--- config.mk ---
export PLATFORM = sky130hd
export DESIGN_NAME = fetch_unit
export DESIGN_NICKNAME = d
export VERILOG_FILES = /design/src/rtl/fetch_unit.sv
export SDC_FILE = /design/constraint.sdc
export NUM_CORES = 1
export LEC_CHECK = 0
export CORE_MARGIN = 3
export CORE_UTILIZATION = 49
export CTS_CLUSTER_SIZE = 10
export DETAILED_ROUTE_END_ITERATION = 16
export GPL_TIMING_DRIVEN = 0
export PLACE_DENSITY = 0.95
export RECOVER_POWER = 100
export SLEW_MARGIN = 20
export SYNTH_ARGS = -nofsm -noshare
export SYNTH_HDL_FRONTEND = slang
export SYNTH_SLANG_ARGS = --single-unit
--- constraint.sdc ---
create_clock -name clk -period 9.46 [get_ports clk]
set_input_delay 1.419 -clock clk [delete_from_list [all_inputs] [get_ports clk]]
set_output_delay 1.419 -clock clk [all_outputs]
set_load 0.02 [all_outputs]
--- src/rtl/fetch_unit.sv ---
// Instruction fetch stage: one outstanding Avalon-MM read at a time, presents the
// fetched word to decode under valid/ready, and accepts redirects from execute.
module fetch_unit #(
    parameter logic [31:0] RESET_PC = 32'h0000_0000
) (
    input  logic        clk,
    input  logic        reset,
    output logic [31:0] imem_address,
    output logic        imem_read,
    input  logic        imem_waitrequest,
    input  logic [31:0] imem_readdata,
    input  logic        imem_readdatavalid,
    output logic [31:0] ir,
    output logic [31:0] pc,
    output logic        ir_valid,
    input  logic        ir_ready,
    input  logic        redirect,
    input  logic [31:0] redirect_pc,
    output logic        misaligned
);

    localparam logic [31:0] NOP = 32'h0000_0013;

    typedef enum logic [2:0] {
        IDLE,
        FETCH,
        WAIT,
        HOLD,
        FAULT
    } state_t;

    state_t      state;
    logic [31:0] fetch_pc;
    logic        drop;

    assign imem_address = fetch_pc;
    assign imem_read    = (state == FETCH);

    // NOTE: non-blocking assignments throughout, so every branch sees pre-edge state.
    always_ff @(posedge clk or posedge reset) begin
        if (reset) begin
            state      <= IDLE;
            fetch_pc   <= RESET_PC;
            pc         <= RESET_PC;
            ir         <= NOP;
            ir_valid   <= 1'b0;
            misaligned <= 1'b0;
            drop       <= 1'b0;
        end else if (redirect && state != FAULT) begin
            ir_valid <= 1'b0;
            if (redirect_pc[1:0] != 2'b00) begin
                misaligned <= 1'b1;
                state      <= FAULT;
            end else begin
                fetch_pc <= redirect_pc;
                case (state)
                    FETCH: begin
                        // A read accepted this very cycle still owes us a response to discard.
                        if (!imem_waitrequest) begin
                            drop  <= 1'b1;
                            state <= WAIT;
                        end
                    end
                    WAIT: begin
                        if (imem_readdatavalid) begin
                            drop  <= 1'b0;
                            state <= FETCH;
                        end else begin
                            drop <= 1'b1;
                        end
                    end
                    default: state <= FETCH;
                endcase
            end
        end else begin
            case (state)
                IDLE: state <= FETCH;
                FETCH: begin
                    if (!imem_waitrequest) state <= WAIT;
                end
                WAIT: begin
                    if (imem_readdatavalid) begin
                        if (drop) begin
                            drop  <= 1'b0;
                            state <= FETCH;
                        end else begin
                            ir       <= imem_readdata;
                            pc       <= fetch_pc;
                            ir_valid <= 1'b1;
                            state    <= HOLD;
                        end
                    end
                end
                HOLD: begin
                    if (ir_ready) begin
                        fetch_pc <= fetch_pc + 32'd4;
                        ir_valid <= 1'b0;
                        state    <= FETCH;
                    end
                end
                default: ; // FAULT is sticky until reset
            endcase
        end
    end

endmodule

==> results.sh, run 1 <==
export IMPL_first_pass_iters=5
export IMPL_drc=0
export IMPL_hold_viol=0
export IMPL_viasPerCell=5.73
export IMPL_slew_headroom=-0.00843
export IMPL_most_common_layout_cells="102 x dlygate4sd3_1, 99 x dfrtp_1, 65 x clkdlybuf4s50_1, 62 x mux2_2, 35 x nand2_1"
export IMPL_cp_start_kind="register"
export IMPL_cts_sinks=102
export IMPL_violations="max-capacitance violations, max-slew violations"
export IMPL_cts_tree="built"
export IMPL_cap_violations=1
export IMPL_synth_main_ff_cell="dfrtp_1"
export IMPL_clk_pin_slew_ps=100
export IMPL_regArea_mm2=0.00256
export IMPL_crit_chain="clkbuf_1, nor3b_1, dlygate4sd3_1"
export IMPL_synth_nets=492
export IMPL_cts_root_buf="clkbuf_8"
export IMPL_ant_nets=0
export IMPL_final_nets=671
export IMPL_worst_path_max_fanout=9
export IMPL_period_share=0.360
export IMPL_cts_resized=0
export IMPL_slowest_delay_ps=710
export IMPL_leakage_nw=3.16
export IMPL_hold_path_cell_count=1
export IMPL_grt_pass1_wl_um=22400
export IMPL_multi_input_area_mm2=0.00200
export IMPL_fmaxAchievable_mhz=294
export IMPL_yosysTopAreaCellShare=0.527
export IMPL_setup_tns_ps=0
export IMPL_ys_seq_area_frac=0.543
export IMPL_ctsHoldBuffers=0
export IMPL_cts_made_buffers=9
export IMPL_dieArea_mm2=0.0108
export IMPL_htree_levels=3
export IMPL_min_period_ps=3400
export IMPL_syn_to_final_growth_pct=43.6
export IMPL_diodes=0
export IMPL_synth_edf_count=0
export IMPL_ys_types=51
export IMPL_synth_top_area_cell="dfrtp_1"
export IMPL_place_gp_congestion=0.888
export IMPL_netlist_area_mm2=0.00470
export IMPL_wl_per_cell_um=18.5
export IMPL_drive_gt1_frac=0.164
export IMPL_p_total_mw=1.41
export IMPL_design_area_mm2=0.00676
export IMPL_grt_use_total=0.255
export IMPL_status="complete, but fails checks"
export IMPL_crit_type="register to output port"
export IMPL_report_final_slew_viol_count=33
export IMPL_gr_total_overflow=0
export IMPL_fp_dieH_um=104
export IMPL_endpoint_kind="output port"
export IMPL_clk_latency_ps=360
export IMPL_first_iter_violations=373
export IMPL_worst_slew_pin_slew_ps=1500
export IMPL_grt_max_degree=71
export IMPL_finish_utilization=0.728
export IMPL_grt_pass1_vias=4265
export IMPL_synth_avg_cell_area_um2=11.2
export IMPL_ir_drop_uv=114
export IMPL_rows=35
export IMPL_clock_skew_ps=13.7
export IMPL_ios=169
export IMPL_syn_inst=421
export IMPL_antenna_found_initial=0
export IMPL_core_area_mm2=0.00928
export IMPL_cp_arrival_ps=1980
export IMPL_required_ps=8040
export IMPL_io_buffers=167
export IMPL_rsz0062_at_grt="no"
export IMPL_dr_total_vias=4205
export IMPL_power_density_mw_per_mm2=209
export IMPL_finalSetupViolations=0
export IMPL_final_common_cell="dlygate4sd3_1"
export IMPL_reg2reg_depth=7
export IMPL_synth_seq_cells=102
export IMPL_post_cts_buffers=0
export IMPL_placedInstanceArea_mm2=0.00657
export IMPL_synth_top_cells_by_area="dfrtp_1 53%, mux2_2 15%, nand2_1 2.8%"
export IMPL_die_w_um=104
export IMPL_hold_worst_slack_ps=483
export IMPL_synthArstFlopShare=1.00
export IMPL_slowest_stage="dlygate4sd3_1"
export IMPL_n_fill_cell=686
export IMPL_dp_hpwl_um=9960
export IMPL_drt_wl_total_um=13600
export IMPL_ys_warn_count=0
export IMPL_cts_path_max_buffers=2
export IMPL_initial_core_util=0.507
export IMPL_hold_path_class="register to register"
## synth_stat cells, types with 3 or more instances
master and instances:
nand2b_1 3, a31oi_1 7, o22a_1 4, dfstp_2 3
nor3b_1 3, o211ai_1 3, a311oi_1 4, and3_1 6
clkbuf_1 7, a2bb2oi_1 4, and2_1 4, inv_1 5
a41oi_1 3, nor2_1 31, dfrtp_1 99, o22ai_1 7
nand3_1 17, mux2_2 62, and4_1 6, nand4_1 10
a21oi_1 24, buf_2 16, nand2_1 35, nor3_1 9
o21ai_0 15
## through the flow
stage / setup slack, ps / std cells
2_1_floorplan: 5370 / 421
3_3_place_gp: 3960 / 717
3_5_place_dp: 6100 / 718
4_1_cts: 6110 / 734
5_1_grt: 5930 / 734
6_report: 6060 / 734
## final cells by class
class                   instances  share of cell area
clock inverters                 7              0.0119
flip-flops and latches        102               0.378
multi-input cells             289               0.297
repair buffers                168               0.252
clock buffers                   9              0.0183
plain buffers                  25              0.0165
inverters                       5             0.00296
well taps                     129              0.0239
## cell families after synthesis
logic type / Yosys count / synth area share
buffers and inverters: 30 / 0.0301
multiplexers: 63 / 0.151
flip-flops: 102 / 0.543
AO/OA/AOI/OAI: 85 / 0.120
AND/OR/NAND/NOR: 140 / 0.153
adder cells (fa/ha/maj): 1 / 0.00266
## state kept, by name, indices dropped and copies added (netlist names)
| register | cells |
|---|---|
| drop | 1 |
| imem_address | 32 |
| ir | 32 |
| ir_valid | 1 |
| misaligned | 1 |
| pc | 32 |
| state | 3 |
## critical path: cells and delay by family, from the launching register on
family	cells	cell delay [ps]
buf+inv	2	1010
flops	1	340
simple gates	1	280
## layer usage
metal / up-vias / track usage / wire length (um)
met1: 2035 / 0.329 / 5580
met5: - / 0 / 0
met2: 230 / 0.436 / 6670
li1: 1911 / - / -
met3: 29 / 0.0503 / 1050
met4: 0 / 0.0798 / 298
## power breakdown
| part | switching [mW] | total, mW | internal, mW |
|---|---|---|---|
| Clock | 0.160 | 0.286 | 0.126 |
| Combinational | 0.289 | 0.513 | 0.224 |
| Sequential | 0.102 | 0.614 | 0.512 |
| Total | 0.551 | 1.41 | 0.862 |
## path summary, 6_finish.rpt
| kind | start | end | slack [ps] |
|---|---|---|---|
| max in group asynchronous | reset | ir[1] | 6640 |
| min | misaligned | misaligned | 480 |
| min reg2reg | misaligned | misaligned | 480 |
| min in group asynchronous | reset | ir[12] | 1870 |
| max | state[0] | imem_read | 6060 |
| max reg2reg | state[0] | imem_address[15] | 6930 |
Power figures use the tool's default switching activity.
==> inputs of run 2 (changes only) <==
--- a/config.mk
+++ b/config.mk
@@ -6,11 +6,11 @@
 export NUM_CORES = 1
 export LEC_CHECK = 0
 export CORE_MARGIN = 3
-export CORE_UTILIZATION = 49
+export CORE_UTILIZATION = 41
 export CTS_CLUSTER_SIZE = 10
 export DETAILED_ROUTE_END_ITERATION = 16
 export GPL_TIMING_DRIVEN = 0
-export PLACE_DENSITY = 0.95
+export PLACE_DENSITY = 0.89
 export RECOVER_POWER = 100
 export SLEW_MARGIN = 20
 export SYNTH_ARGS = -nofsm -noshare
==> constraint.sdc (replaced) <==
create_clock -name clk -period 3 [get_ports clk]
set_input_delay 0.45 -clock clk [delete_from_list [all_inputs] [get_ports clk]]
set_output_delay 0.45 -clock clk [all_outputs]
set_load 0.02 [all_outputs]
==> run 2 against run 1 <==
  * The run now ends clean
  * Power grew to 3.3 times the previous value
  * Register-to-register slack lost 6400 ps
  * Sequential share of layout area shrank 0.61 points
  * Critical endpoint is now ir[8]
==> results.sh, run 2 (synthesis gave the netlist of run 1 again) <==
export IMPL_grt_max_degree=35
export IMPL_comb_power_share=0.346
export IMPL_power_density_mw_per_mm2=681
export IMPL_hold_path_cell_count=3
export IMPL_drive_gt1_frac=0.158
export IMPL_hold_path_class="input pin to register"
export IMPL_use_met2=0.361
export IMPL_cts_tree="built"
export IMPL_rsz0062_at_grt="no"
export IMPL_die_w_um=113
export IMPL_met3_usage=0.0658
export IMPL_required_ps=3230
export IMPL_antenna_found_initial=0
export IMPL_power_frac_seq=0.415
export IMPL_place_gp_congestion=0.931
export IMPL_fmaxAchievable_mhz=399
export IMPL_cp_arrival_ps=2730
export IMPL_drt_wl_total_um=13700
export IMPL_core_area_mm2=0.0110
export IMPL_first_pass_iters=5
export IMPL_grt_use_total=0.216
export IMPL_first_iter_violations=531
export IMPL_viasPerCell=5.61
export IMPL_cts_made_buffers=9
export IMPL_worst_slew_pin_slew_ps=1060
export IMPL_slew_headroom=0.286
export IMPL_ant_nets=0
export IMPL_grt_pass1_vias=4364
export IMPL_ctsHoldBuffers=0
export IMPL_setup_tns_ps=0
export IMPL_drc=0
export IMPL_worst_path_max_fanout=10
export IMPL_dieArea_mm2=0.0128
export IMPL_cts_path_max_buffers=2
export IMPL_finalSetupViolations=0
export IMPL_diodes=0
export IMPL_cts_sinks=102
export IMPL_final_nets=673
export IMPL_n_fill_cell=878
export IMPL_gr_total_overflow=0
export IMPL_clkPwrFrac=0.239
export IMPL_p_int_mw=2.92
export IMPL_fp_dieH_um=113
export IMPL_syn_to_final_growth_pct=46.0
export IMPL_report_final_slew_viol_count=0
export IMPL_most_common_layout_cells="100 x dlygate4sd3_1, 99 x dfrtp_1, 67 x clkdlybuf4s50_1, 61 x mux2_2, 35 x nand2_1"
export IMPL_cts_root_buf="clkbuf_16"
export IMPL_clk_pin_slew_ps=70
export IMPL_final_common_cell="dlygate4sd3_1"
export IMPL_cts_resized=0
export IMPL_crit_type="register to register"
export IMPL_rows=38
export IMPL_post_place_ws_ps=600
export IMPL_grtUsageMet1=0.269
export IMPL_hold_viol=0
export IMPL_status="finished clean"
export IMPL_clock_skew_ps=12.5
export IMPL_reg2reg_depth=6
export IMPL_endpoint_kind="register"
export IMPL_wl_per_cell_um=18.4
export IMPL_busiest_layer="met2"
export IMPL_clk_latency_ps=350
export IMPL_netSwitchingFraction=0.376
export IMPL_htree_levels=3
export IMPL_power_switching_mw=1.76
export IMPL_dp_hpwl_um=10300
export IMPL_period_share=0.835
export IMPL_post_cts_buffers=0
export IMPL_cap_violations=0
export IMPL_fin_ws_ps=494
export IMPL_grt_pass1_wl_um=22000
export IMPL_cp_start_kind="register"
export IMPL_ir_drop_uv=461
export IMPL_dr_total_vias=4192
export IMPL_initial_core_util=0.426
export IMPL_ios=169
export IMPL_io_buffers=167
export IMPL_min_period_ps=2510
export IMPL_leakage_nw=3.20
==> run 2: cell types whose count changed in the layout (fill, tap and decap cells not counted), sizes merged <==
cell / delta
clkdlybuf4s50: +2
clkbuf: +4
bufinv: -1
dlygate4sd3: -2
inv: -1
==> run 2: worst paths after layout <==
kind / from / end / slack, ps
worst min-delay path: redirect / state[2] / 420
max in group asynchronous: reset / imem_address[19] / 770
worst max-delay path: state[1] / ir[8] / 490
worst max register to register: state[1] / ir[8] / 490
worst min register to register: misaligned / misaligned / 460
min in group asynchronous: reset / ir[30] / 760
==> run 2: power groups by stage <==
stage          clock network, mW  registers, mW  logic [mW]
3_3_place_gp                   0           1.94        1.65
2_1_floorplan                  0           2.15       0.665
6_report                    1.12           1.94        1.62
5_1_grt                     1.20           1.99        1.75
4_1_cts                     1.14           1.95        1.71
3_5_place_dp                   0           1.97        1.70
==> run 2: critical path, stage by stage, from the launching register on <==
cell,delay (ps)
dfrtp_1,440
or3b_1,270
nor3_1,80
nand2_1,140
clkbuf_1,560
clkbuf_1,500
mux2_2,400
==> run 2: layout make-up <==
class                           instances  area, um2  share of cell area
Buffer                                 25        110              0.0160
Clock buffer                           11        243              0.0354
Clock inverter                          5       41.3             0.00601
Inverter                                5       20.0             0.00292
Multi-Input combinational cell        289       2000               0.291
Sequential cell                       102       2560               0.372
Tap cell                              140        175              0.0255
Timing Repair Buffer                  170       1720               0.251
==> run 2: routing by layer <==
metal	wire length (um)	share of wire
met1	5310	0.39
met4	224	0.016
met3	1470	0.11
met5	0	0
met2	6710	0.49
==> run 2: stage by stage <==
stage | hold slack (ps) | total power, mW | area (um2) | cells | utilization
floorplan | 523 | 2.82 | 4710 | 421 | -
global placement | 461 | 3.59 | 6550 | 728 | 0.594
detailed placement | 461 | 3.67 | 6620 | 731 | 0.600
CTS | 416 | 4.80 | 6910 | 747 | 0.626
global route | 454 | 4.93 | 6870 | 747 | 0.622
finish | 425 | 4.68 | 6870 | 747 | 0.622
==> inputs of run 3 (changes only) <==
==> constraint.sdc (replaced) <==
create_clock -name clk -period 2.06 [get_ports clk]
set_input_delay 0.309 -clock clk [delete_from_list [all_inputs] [get_ports clk]]
set_output_delay 0.309 -clock clk [all_outputs]
set_load 0.02 [all_outputs]
==> run 3 against run 2 <==
  * Setup slack worse by 490 ps
  * Combinational power up 57%
  * Sequential share of layout area down 0.78 points
  * Critical endpoint is now imem_address[6]
  * Cell count up 1.1%
  * Register-to-register slack worse by 490 ps
  * Hold slack worse by 140 ps
  * Cell area up 2.4%
  * Global-route usage down 0.052 points
  * Routed wire length up 1.9%
  * Non-clock buffer count up 8
  * Critical path type unchanged
  * Die area unchanged
==> results.sh, run 3 (synthesis gave the netlist of run 1 again) <==
export IMPL_status="finished clean"
export IMPL_ios=169
export IMPL_grt_use_total=0.215
export IMPL_worst_slew_pin_slew_ps=942
export IMPL_rows=38
export IMPL_die_w_um=113
export IMPL_dieArea_mm2=0.0128
export IMPL_slew_headroom=0.369
export IMPL_cap_violations=0
export IMPL_required_ps=2270
export IMPL_r2r_start="state[0]"
export IMPL_htree_levels=3
export IMPL_startpoint="state[0]"
export IMPL_grt_pass1_vias=4372
export IMPL_first_pass_iters=5
export IMPL_clk_pin_slew_ps=70
export IMPL_drive_gt1_frac=0.220
export IMPL_clk_latency_ps=340
export IMPL_hold_path_class="input pin to register"
export IMPL_final_nets=681
export IMPL_ir_drop_uv=726
export IMPL_cts_tree="built"
export IMPL_wl_per_cell_um=18.5
export IMPL_finish_utilization=0.637
export IMPL_gr_total_overflow=0
export IMPL_diodes=0
export IMPL_drc=0
export IMPL_worst_path_max_fanout=10
export IMPL_critical_path_top_delay_family="simple AND/OR/NAND/NOR gates"
export IMPL_crit_type="register to register"
export IMPL_dp_hpwl_um=10300
export IMPL_most_common_layout_cells="94 x dfrtp_1, 89 x clkdlybuf4s50_1, 77 x dlygate4sd3_1, 62 x mux2_2, 33 x nand2_1"
export IMPL_report_final_slew_viol_count=0
export IMPL_p_total_mw=7.06
export IMPL_first_iter_violations=448
export IMPL_cp_start_kind="register"
export IMPL_n_fill_cell=847
export IMPL_slowest_delay_ps=470
export IMPL_fmaxAchievable_mhz=487
export IMPL_ctsHoldBuffers=0
export IMPL_power_density_mw_per_mm2=1000
export IMPL_cts_made_buffers=9
export IMPL_ant_nets=0
export IMPL_io_buffers=167
export IMPL_holdCritStartpoint="redirect"
export IMPL_drt_wl_total_um=14000
export IMPL_core_area_mm2=0.0110
export IMPL_slowest_stage="dfrtp_2"
export IMPL_initial_core_util=0.426
export IMPL_viasPerCell=5.66
export IMPL_min_period_ps=2050
export IMPL_cts_path_max_buffers=2
export IMPL_final_common_cell="dfrtp_1"
export IMPL_fp_dieH_um=113
export IMPL_critPathBufInv=2
export IMPL_grt_max_degree=35
export IMPL_place_gp_congestion=0.931
export IMPL_period_share=0.997
export IMPL_cts_sinks=102
export IMPL_cp_arrival_ps=2270
export IMPL_dr_total_vias=4270
export IMPL_endpoint_kind="register"
export IMPL_hold_viol=0
export IMPL_antenna_found_initial=0
export IMPL_finalSetupViolations=0
export IMPL_syn_to_final_growth_pct=49.5
export IMPL_leakage_nw=3.30
export IMPL_grt_pass1_wl_um=22000
export IMPL_crit_chain="or3b_4, nand2_1, clkbuf_4, buf_4, nand2_1, a21oi_1, a21oi_1"
export IMPL_cts_root_buf="clkbuf_16"
export IMPL_clock_skew_ps=12.2
-- run 3: cell count changes in the layout (fill, tap and decap cells not counted), moves of 5 or more --
cell / change
dlygate4sd3_1: -23
clkbuf_1: -16
clkbuf_4: +5
dfrtp_1: -5
clkdlybuf4s50_1: +22
buf_4: +15
dfrtp_2: +5
-- run 3: final cells by class --
type / instances / area (um2) / share of cell area
plain buffers: 22 / 141 / 0.0201
repair buffers: 181 / 1790 / 0.254
clock buffers: 11 / 243 / 0.0345
inverters: 5 / 20.0 / 0.00285
clock inverters: 5 / 41.3 / 0.00587
flip-flops and latches: 102 / 2560 / 0.365
well taps: 140 / 175 / 0.0249
multi-input cells: 289 / 2060 / 0.293
-- run 3: metrics by stage --
step                      instance area, um2  hold WS (ps)  TNS (ps)  std cells  setup slack [ps]
after floorplan                         4710           406         0        421              23.5
after global placement                  6550           461    -46150        728              -458
after detailed placement                6620           461     -2900        731              -200
after CTS                               6970           275         0        749             0.134
after global routing                    7030           309      -105        755             -61.6
final                                   7030           286         0        755              5.41
-- run 3: what timing repair did --
action	4_1_cts	5_1_grt
resized for setup	13	23
setup buffers	3	8
pin swaps	2	4
endpoints found under the setup margin	40	79
-- run 3: path summary, 6_finish.rpt --
path / slack, ps / depth (start not counted) / to
worst max-delay path: 5 / 7 / imem_address[6]
worst min-delay path: 290 / 3 / state[2]
worst max register to register: 5 / 7 / imem_address[6]
worst min register to register: 470 / 1 / misaligned
max in group asynchronous: 320 / 4 / ir[0]
min in group asynchronous: 570 / 2 / ir[30]
-- run 3: worst reg2reg max path: stages (launching register included) --
cell and delay (ps):
dfrtp_2 470, or3b_4 450, nand2_1 190, clkbuf_4 240, buf_4 200, nand2_1 90
a21oi_1 230, a21oi_1 60
-- run 3: report_power, final --
group / total (mW) / switching, mW / internal, mW / leakage, nW
clock: 1.62 / 0.758 / 0.864 / 0.133
combinational: 2.55 / 1.37 / 1.17 / 1.86
sequential: 2.89 / 0.523 / 2.36 / 1.31
total: 7.06 / 2.65 / 4.40 / 3.30
-- run 3: metal layers --
layer | global-route usage | up-vias | share of wire
met5 | 0 | - | 0
met4 | 0.0697 | 0 | 0.027
met3 | 0.0658 | 51 | 0.10
met2 | 0.359 | 255 | 0.48
met1 | 0.268 | 2037 | 0.39
li1 | - | 1927 | -
==> patch (settings of run 2) <==
Re-encode `state_t` (5 states) as one-hot, 5 bits wide.
--- a/src/rtl/fetch_unit.sv
+++ b/src/rtl/fetch_unit.sv
@@ -23,8 +23,8 @@
 
-    typedef enum logic [2:0] {
-        IDLE,
-        FETCH,
-        WAIT,
-        HOLD,
-        FAULT
+    typedef enum logic [4:0] {
+        IDLE  = 5'b00001,
+        FETCH = 5'b00010,
+        WAIT  = 5'b00100,
+        HOLD  = 5'b01000,
+        FAULT = 5'b10000
     } state_t;
Formal check against the unedited RTL: no difference found for any inputs over 4 cycles, from zero or initial values and one cycle with reset high; so few cycles prove little.
==> patch against run 2 <==
  * Sequential cell count rose by 2
  * Wire length up 7.6%
  * Worst setup slack got worse by 270 ps
  * Clock power rose by 18%
  * Critical path depth rose by 2
  * Cell area increased by 3.4%
  * Synthesized area rose by 3.8%
  * Hold slack improved by 43 ps
  * Die area is 3.6% higher
  * Total power is 32% higher
  * Via count rose by 6.4%
  * Largest cell class unchanged
  * Largest power group is now combinational logic
  * Highest routed layer unchanged
==> patch: results (changes against run 2) <==
\begin{tabular}{lr}
\hline
Metric & Value \\
\hline
\multicolumn{2}{l}{\textbf{Run status}} \\
Result of the run & finished clean \\
\multicolumn{2}{l}{\textbf{Timing}} \\
Setup clock skew after layout & 8.35 ps (-4.13 ps) \\
Max-Slew Margin vs Limit & 19.7\% (-8.9 points) \\
\multicolumn{2}{l}{\textbf{Pwr}} \\
Internal power consumption & 3810 µW (+31\%) \\
Leakage power of the design & 0.00320 µW (about the same) \\
\multicolumn{2}{l}{\textbf{Critical path}} \\
Crit path max-delay cell type & sky130\_fd\_sc\_hd\_\_or4b\_1 \\
Arrival time at the worst endpoint & 3000 ps (+270 ps) \\
R2r setup slk & 230 ps (-270 ps) \\
Dominant delay contributor by cell family on the critical path & simple AND/OR/NAND/NOR gates \\
\multicolumn{2}{l}{\textbf{Min path}} \\
Worst hold path type & reg2reg \\
\multicolumn{2}{l}{\textbf{Logic synthesis}} \\
Largest cells by area after synthesis & sky130\_fd\_sc\_hd\_\_dfrtp\_1 51\%, sky130\_fd\_sc\_hd\_\_mux2\_1 11\%, sky130\_fd\_sc\_hd\_\_a21oi\_1 3.8\%, sky130\_fd\_sc\_hd\_\_mux2\_2 3.7\%, sky130\_fd\_sc\_hd\_\_dfstp\_2 2.2\% \\
Unique cell type count in the Yosys netlist & 50 (-2.0\%) \\
Register area share after synthesis & 53.4\% (-0.95 points) \\
\multicolumn{2}{l}{\textbf{Routing}} \\
Routed wire per std cell & 19.5 µm (+6.3\%) \\
Met2 wirelength from detailed routing & 7280 µm (+8.6\%) \\
Routed length on met1 & 5640 µm (+6.2\%) \\
Routed wl met3 & 1400 µm (-5.0\%) \\
\multicolumn{2}{l}{\textbf{Global route}} \\
Met1 demand-to-capacity share in global routing & 26.8\% (-0.065 points) \\
Vias in the first global route & 4431 (+1.5\%) \\
Met2 track demand over resource in global routing & 36.4\% (+0.32 points) \\
Wire length of the first global-routing pass & 22900 µm (+4.2\%) \\
GR Util All Layers & 22.1\% (+0.52 points) \\
GR met3 Demand/Resource & 7.00\% (+0.42 points) \\
\multicolumn{2}{l}{\textbf{Layout}} \\
Ratio of cells with drive above 1 in the final layout & 9.30\% (-6.5 points) \\
\multicolumn{2}{l}{\textbf{Place}} \\
Global placer's final weighted congestion & 0.903 (-3.0\%) \\
\hline
\end{tabular}
==> patch: cells by family after synthesis <==
family	count (synthesis)	share of synthesized area, %
flip-flops	104	53.4
AO/OA/AOI/OAI	117	15.5
AND/OR/NAND/NOR	105	11.8
multiplexers	66	15.2
buffers and inverters	34	3.87
adder cells (fa/ha/maj)	1	0.256
==> patch: area by class of cell <==
type | count | area (µm²)
buffer | 31 | 175
clock buffer | 9 | 225
clock inverter | 7 | 110
fill | 890 | 4410
inverter | 3 | 12.5
multi-input combinational | 289 | 2080
sequential | 104 | 2610
tap | 143 | 179
timing repair buffer | 170 | 1720
==> patch: per-stage QoR <==
stage	hold WS [ps]	cells	power, µW	worst slack, ps	utilization [%]
2_1_floorplan	504	427	3680	706	-
3_3_place_gp	450	737	4940	280	58.5
3_5_place_dp	461	740	5060	384	59.0
4_1_cts	481	756	6410	361	61.9
5_1_grt	487	756	6530	131	61.7
6_report	468	756	6200	228	61.7
